$ cat src/rtl/cla16_mp_sequencer_if.sv
// cla16_mp_sequencer_if: request/result and CLA slice signals of the multi-precision adder sequencer
interface cla16_mp_sequencer_if #(parameter int WORDS = 4);
  logic             start;
  logic [WORDS*16-1:0] op_a;
  logic [WORDS*16-1:0] op_b;
  logic             cin;
  logic             busy;
  logic             done;
  logic [WORDS*16-1:0] result;
  logic             cout;
  logic [15:0]      add_a;
  logic [15:0]      add_b;
  logic             add_cin;
  logic [16:0]      add_sum;
  modport master (
    output start, op_a, op_b, cin, add_sum,
    input  busy, done, result, cout, add_a, add_b, add_cin
  );
  modport slave (
    input  start, op_a, op_b, cin, add_sum,
    output busy, done, result, cout, add_a, add_b, add_cin
  );
endinterface

$ cat src/rtl/cla16_mp_sequencer.sv
// cla16_mp_sequencer: adds two WORDS*16-bit operands one 16-bit slice per cycle through an external CLA
module cla16_mp_sequencer #(
  parameter int WORDS = 4
) (
  input logic clk,
  input logic rst,
  cla16_mp_sequencer_if.slave bus
);
  localparam int IW = $clog2(WORDS);
  typedef enum logic [1:0] {IDLE, RUN, DONE} state_t;
  state_t                 state_q;
  logic [IW-1:0]          idx_q;
  logic [WORDS-1:0][15:0] a_q, b_q, result_q;
  logic                   carry_q, cout_q, busy_q, done_q;
  logic                   last;
  assign last = idx_q == IW'(WORDS - 1);
  always_ff @(posedge clk or posedge rst) begin
    if (rst) begin
      state_q  <= IDLE;
      idx_q    <= '0;
      a_q      <= '0;
      b_q      <= '0;
      result_q <= '0;
      carry_q  <= 1'b0;
      cout_q   <= 1'b0;
      busy_q   <= 1'b0;
      done_q   <= 1'b0;
    end else begin
      done_q <= 1'b0;
      if (state_q == RUN) begin
        result_q[idx_q] <= bus.add_sum[15:0];
        carry_q         <= bus.add_sum[16];
        if (last) begin
          cout_q  <= bus.add_sum[16];
          state_q <= DONE;
          busy_q  <= 1'b0;
          done_q  <= 1'b1;
        end else begin
          idx_q <= idx_q + 1'b1;
        end
      end else if (bus.start) begin
        a_q      <= bus.op_a;
        b_q      <= bus.op_b;
        carry_q  <= bus.cin;
        idx_q    <= '0;
        result_q <= '0;
        cout_q   <= 1'b0;
        state_q  <= RUN;
        busy_q   <= 1'b1;
      end else begin
        state_q <= IDLE;
      end
    end
  end
  // busy_q tracks RUN exactly, so it gates the slice drive without touching start/op_*
  assign bus.add_a   = busy_q ? a_q[idx_q] : 16'd0;
  assign bus.add_b   = busy_q ? b_q[idx_q] : 16'd0;
  assign bus.add_cin = busy_q & carry_q;
  assign bus.busy    = busy_q;
  assign bus.done    = done_q;
  assign bus.result  = result_q;
  assign bus.cout    = cout_q;
endmodule

$ cat src/flat_wrapper.sv
// flat-port wrapper written by rule: the top's interface ports become plain ports
module cla16_mp_sequencer_flat 
#(
  parameter int WORDS = 4
)
  (clk, rst, bus_start, bus_op_a, bus_op_b, bus_cin, bus_add_sum, bus_busy, bus_done, bus_result, bus_cout, bus_add_a, bus_add_b, bus_add_cin);
  cla16_mp_sequencer_if #(.WORDS(WORDS)) bus_i ();
  input logic clk;
  input logic rst;
  input wire logic [$bits(bus_i.start)-1:0] bus_start;
  input wire logic [$bits(bus_i.op_a)-1:0] bus_op_a;
  input wire logic [$bits(bus_i.op_b)-1:0] bus_op_b;
  input wire logic [$bits(bus_i.cin)-1:0] bus_cin;
  input wire logic [$bits(bus_i.add_sum)-1:0] bus_add_sum;
  output wire logic [$bits(bus_i.busy)-1:0] bus_busy;
  output wire logic [$bits(bus_i.done)-1:0] bus_done;
  output wire logic [$bits(bus_i.result)-1:0] bus_result;
  output wire logic [$bits(bus_i.cout)-1:0] bus_cout;
  output wire logic [$bits(bus_i.add_a)-1:0] bus_add_a;
  output wire logic [$bits(bus_i.add_b)-1:0] bus_add_b;
  output wire logic [$bits(bus_i.add_cin)-1:0] bus_add_cin;
  assign bus_i.start = bus_start;
  assign bus_i.op_a = bus_op_a;
  assign bus_i.op_b = bus_op_b;
  assign bus_i.cin = bus_cin;
  assign bus_i.add_sum = bus_add_sum;
  assign bus_busy = bus_i.busy;
  assign bus_done = bus_i.done;
  assign bus_result = bus_i.result;
  assign bus_cout = bus_i.cout;
  assign bus_add_a = bus_i.add_a;
  assign bus_add_b = bus_i.add_b;
  assign bus_add_cin = bus_i.add_cin;
  cla16_mp_sequencer #(.WORDS(WORDS)) u_core (.clk(clk), .rst(rst), .bus(bus_i));
endmodule
$ cat config.mk
export PLATFORM = sky130hd
export DESIGN_NAME = cla16_mp_sequencer_flat
export DESIGN_NICKNAME = d
export VERILOG_FILES = /design/src/rtl/cla16_mp_sequencer_if.sv /design/src/rtl/cla16_mp_sequencer.sv /design/src/flat_wrapper.sv
export SDC_FILE = /design/constraint.sdc
export NUM_CORES = 1
export LEC_CHECK = 0
export BUFFER_PORTS_ARGS = -buffer_cell sky130_fd_sc_hd__buf_2
export CORE_ASPECT_RATIO = 0.6
export CORE_UTILIZATION = 40
export DETAILED_ROUTE_END_ITERATION = 6
export PLACE_DENSITY = 0.66
export SETUP_SLACK_MARGIN = 0.15
export SYNTH_ARGS = -nofsm -noshare
export SYNTH_HDL_FRONTEND = slang
export SYNTH_SLANG_ARGS = --single-unit
$ cat constraint.sdc
create_clock -name clk -period 6.25 [get_ports clk]
set_clock_uncertainty 0.15 [all_clocks]
set_input_delay 0.3125 -clock clk [delete_from_list [all_inputs] [get_ports clk]]
set_output_delay 0.3125 -clock clk [all_outputs]
set_load 0.05 [all_outputs]
==> flow_summary_export.csv <==
group,metric,value,unit
grt,grt_max_degree,132,
placement,place.port_buffers,248,
synth,synth_largest_area_cell,"dfrtp_1",
synth,synth-seq-cells,200,
clocking,postCtsSetupBuffers,0,
synth,ys_top_cells_by_count,"dfrtp_1, mux2_1, mux2i_1",
routing,detail-route-antenna-nets,0,
grt,grt_pass1_vias,6491,
synth,netlist_area,0.00853,sq mm
routing,vias_per_cell,5.06,
setup_path,r2r_slack,3780,ps
setup_path,r2r-start,"u_core.state_q[1]",
placement,globalplace.congestion,0.792,
synth,yosysWarnings,0,
setup_path,critical_path_class,"reg2out",
synth,synth.yosys.seq_area_share,0.586,
grt,antenna_found_initial,0,
grt,grt_usage,0.217,
setup_path,cp.arrival,2670,ps
finish,final_cells,1230,
setup_path,worstSetupStartpoint,"u_core.idx_q[1]",
routing,top_layer,"met4",
synth,syn_nets,736,
worst_hold_path,min_path_type,"in2reg",
clocking,cts_tree,"built",
synth,synth_most_common_cell,"dfrtp_1",
floorplanning,dieArea,0.0219,sq mm
setup_path,cp_max_fo,45,
floorplanning,rows,40,
synth,ys_types,32,
synth,synthCells,579,
clocking,numCtsBuffers,17,
setup_path,r2r-end,"u_core.a_q[47]",
synth,synth_flop_cell,"dfrtp_1",
clocking,cts.clk_slew.worst_paths,70,ps
timing,fin_crit,3140,ps
floorplanning,start_util,0.417,
routing,wl_met3,1.88,mm
timing,relSlewSlack,0.266,
timing,fin_crit_sh,0.502,
floorplanning,dieWidth,191,microns
synth,synth_top_area_frac,0.586,
routing,vias,6223,
power,p_sw_frac,0.459,
setup_path,critPathRequiredTime,5790,ps
floorplanning,fp.dieH,115,microns
timing,tns,0,ps
finish,area_delta_synth_final,38.9,%
routing,totalWireLength,23.3,mm
clocking,ctsLongestPathBuffers,2,
finish,num-nets-final,1101,
placement,dp_cells,1062,
clocking,clockRootBuffer,"clkbuf_16",
synth,synth_area_leaders,"dfrtp_1, mux2_1, mux2i_1, a22o_1, mux2_2",
routing,met1_length,11.0,mm
timing,finalHoldWorstSlack,24.1,ps
grt,grt_pass1_wl,36.2,mm
timing,rsz0062_at_grt,"false",
setup_path,worstSetupEndpointType,"primary output",
routing,wl_per_cell,18.9,microns
power,p_int,3.70,mW
timing,finalSetupViolCount,0,
timing,hold_viol,0,
power,switchingPower,3.13,mW
timing,max_freq,0.319,GHz
power,p_comb_frac,0.497,
routing,drt-pass1-iter-count,5,
setup_path,crit_end,"bus_add_b[6]",
finish,final_core_util,0.579,
clocking,cts_hold_buf,136,
placement,dpl.hpwl,14.3,mm
routing,wl_met2,10.2,mm
clocking,cts.sinks,200,
clocking,htreeDepth,4,
outcome,status,"finished clean",
grt,overflow,0,
timing,drv_slew,0,
power,p_seq_frac,0.333,
synth,synth_edf_count,0,
power,power_density,577,mW/mm^2
power,leakagePower,5.77,nW
routing,dr.first_iter.drc_count,287,
synth,avgSynthCellArea,14.7,sq um
setup_path,critPathLaunchType,"flop",
routing,drc,0,
worst_hold_path,min-delay-start,"bus_add_sum[15]",
clocking,cts_resized,0,
run,cap_violations,0,
power,pwr-share-clk,0.171,
floorplanning,ios,249,
power,vdd_drop_max,408,uV
setup_path,r2r_cells,3,
power,power,6.83,mW
timing,max_slew.worst_pin.slew,1080,ps
clocking,clock_latency,420,ps
synth,async_flop_share,1.00,
floorplanning,core_area,0.0205,sq mm
finish,layout-drive-gt1-share,0.334,
-- cell type report --
cell class                      instances  area (sq um)
Tap cell                              273           342
Clock inverter                         10           141
Multi-Input combinational cell        332          3220
Inverter                                4          22.5
Antenna cell                            1          2.50
Timing Repair Buffer                  389          2640
Sequential cell                       200          5010
Clock buffer                           21           480
Fill cell                            1637          8620
-- how the worst min path moves through the flow --
| stage | depth (start not counted) | endpoint |
|---|---|---|
| 2_1_floorplan | 2 | u_core.carry_q |
| 5_1_grt | 2 | u_core.bus.result[45] |
| 3_3_place_gp | 1 | u_core.a_q[28] |
| 3_5_place_dp | 1 | u_core.bus.result[1] |
| 6_report | 2 | u_core.bus.result[31] |
| 4_1_cts | 2 | u_core.bus.result[46] |
-- critical path, cell delays in order (launching register included) --
cell,delay [ps]
dfrtp_4,710
buf_4,700
mux2i_1,170
o22ai_1,250
buf_2,330
-- sequential cells by signal, summed over array words and instances, names as in the netlist --
register / count
u_core.a_q: 64
u_core.bus.result: 64
u_core.bus.done: 1
u_core.b_q: 64
u_core.bus.cout: 1
u_core.carry_q: 1
u_core.idx_q: 2
u_core.state_q: 2
u_core.bus.busy: 1
-- placed cells by master (no fill, tap or decap), types with 2 or more instances in the layout --
cell type and count:
a21oi_1 2, a22o_1 62, and2_1 2, and3_1 6
buf_2 248, buf_4 5, bufinv_16 3, clkbuf_16 17
clkbuf_8 4, clkinv_2 2, clkinvlp_4 2, dfrtp_1 199
dlygate4sd3_1 136, ha_1 8, inv_1 3, inv_6 2
mux2_1 100, mux2_2 28, mux2i_1 65, mux2i_2 2
mux2i_4 2, nand2_1 5, nand2b_1 2, nor2_1 3
nor2b_1 2, o21ai_0 2, o22ai_1 32, o2bb2ai_1 2
-- power groups by stage --
stage / registers (mW) / logic [mW] / clock network [mW]
floorplan: 2.72 / 2.12 / 0
global placement: 2.27 / 3.28 / 0
detailed placement: 2.27 / 3.32 / 0
CTS: 2.26 / 3.39 / 1.19
global route: 2.35 / 3.60 / 1.25
finish: 2.27 / 3.39 / 1.17
-- stage by stage --
stage | area [sq um] | setup WS (ps)
4_1_cts | 11900 | 3080
3_5_place_dp | 9870 | 3570
3_3_place_gp | 9870 | 3600
2_1_floorplan | 8530 | 333
6_report | 11900 | 3110
5_1_grt | 11900 | 2970
-- per-layer routing --
metal | up-vias | track usage
met4 | 0 | 0.0496
met5 | - | 0
met1 | 3106 | 0.308
li1 | 2875 | -
met3 | 12 | 0.0745
met2 | 230 | 0.320
-- logic make-up (layout without fill, tap and decap cells) --
family | count (synthesis) | after routing | synth area share
multiplexers | 197 | 197 | 0.254
other | 0 | 1 | 0
flip-flops | 200 | 200 | 0.586
buffers and inverters | 47 | 424 | 0.0384
adder cells (fa/ha/maj) | 8 | 8 | 0.0117
AO/OA/AOI/OAI | 104 | 104 | 0.0953
AND/OR/NAND/NOR | 23 | 23 | 0.0145
Note: power is estimated with default switching activity, not from simulation.
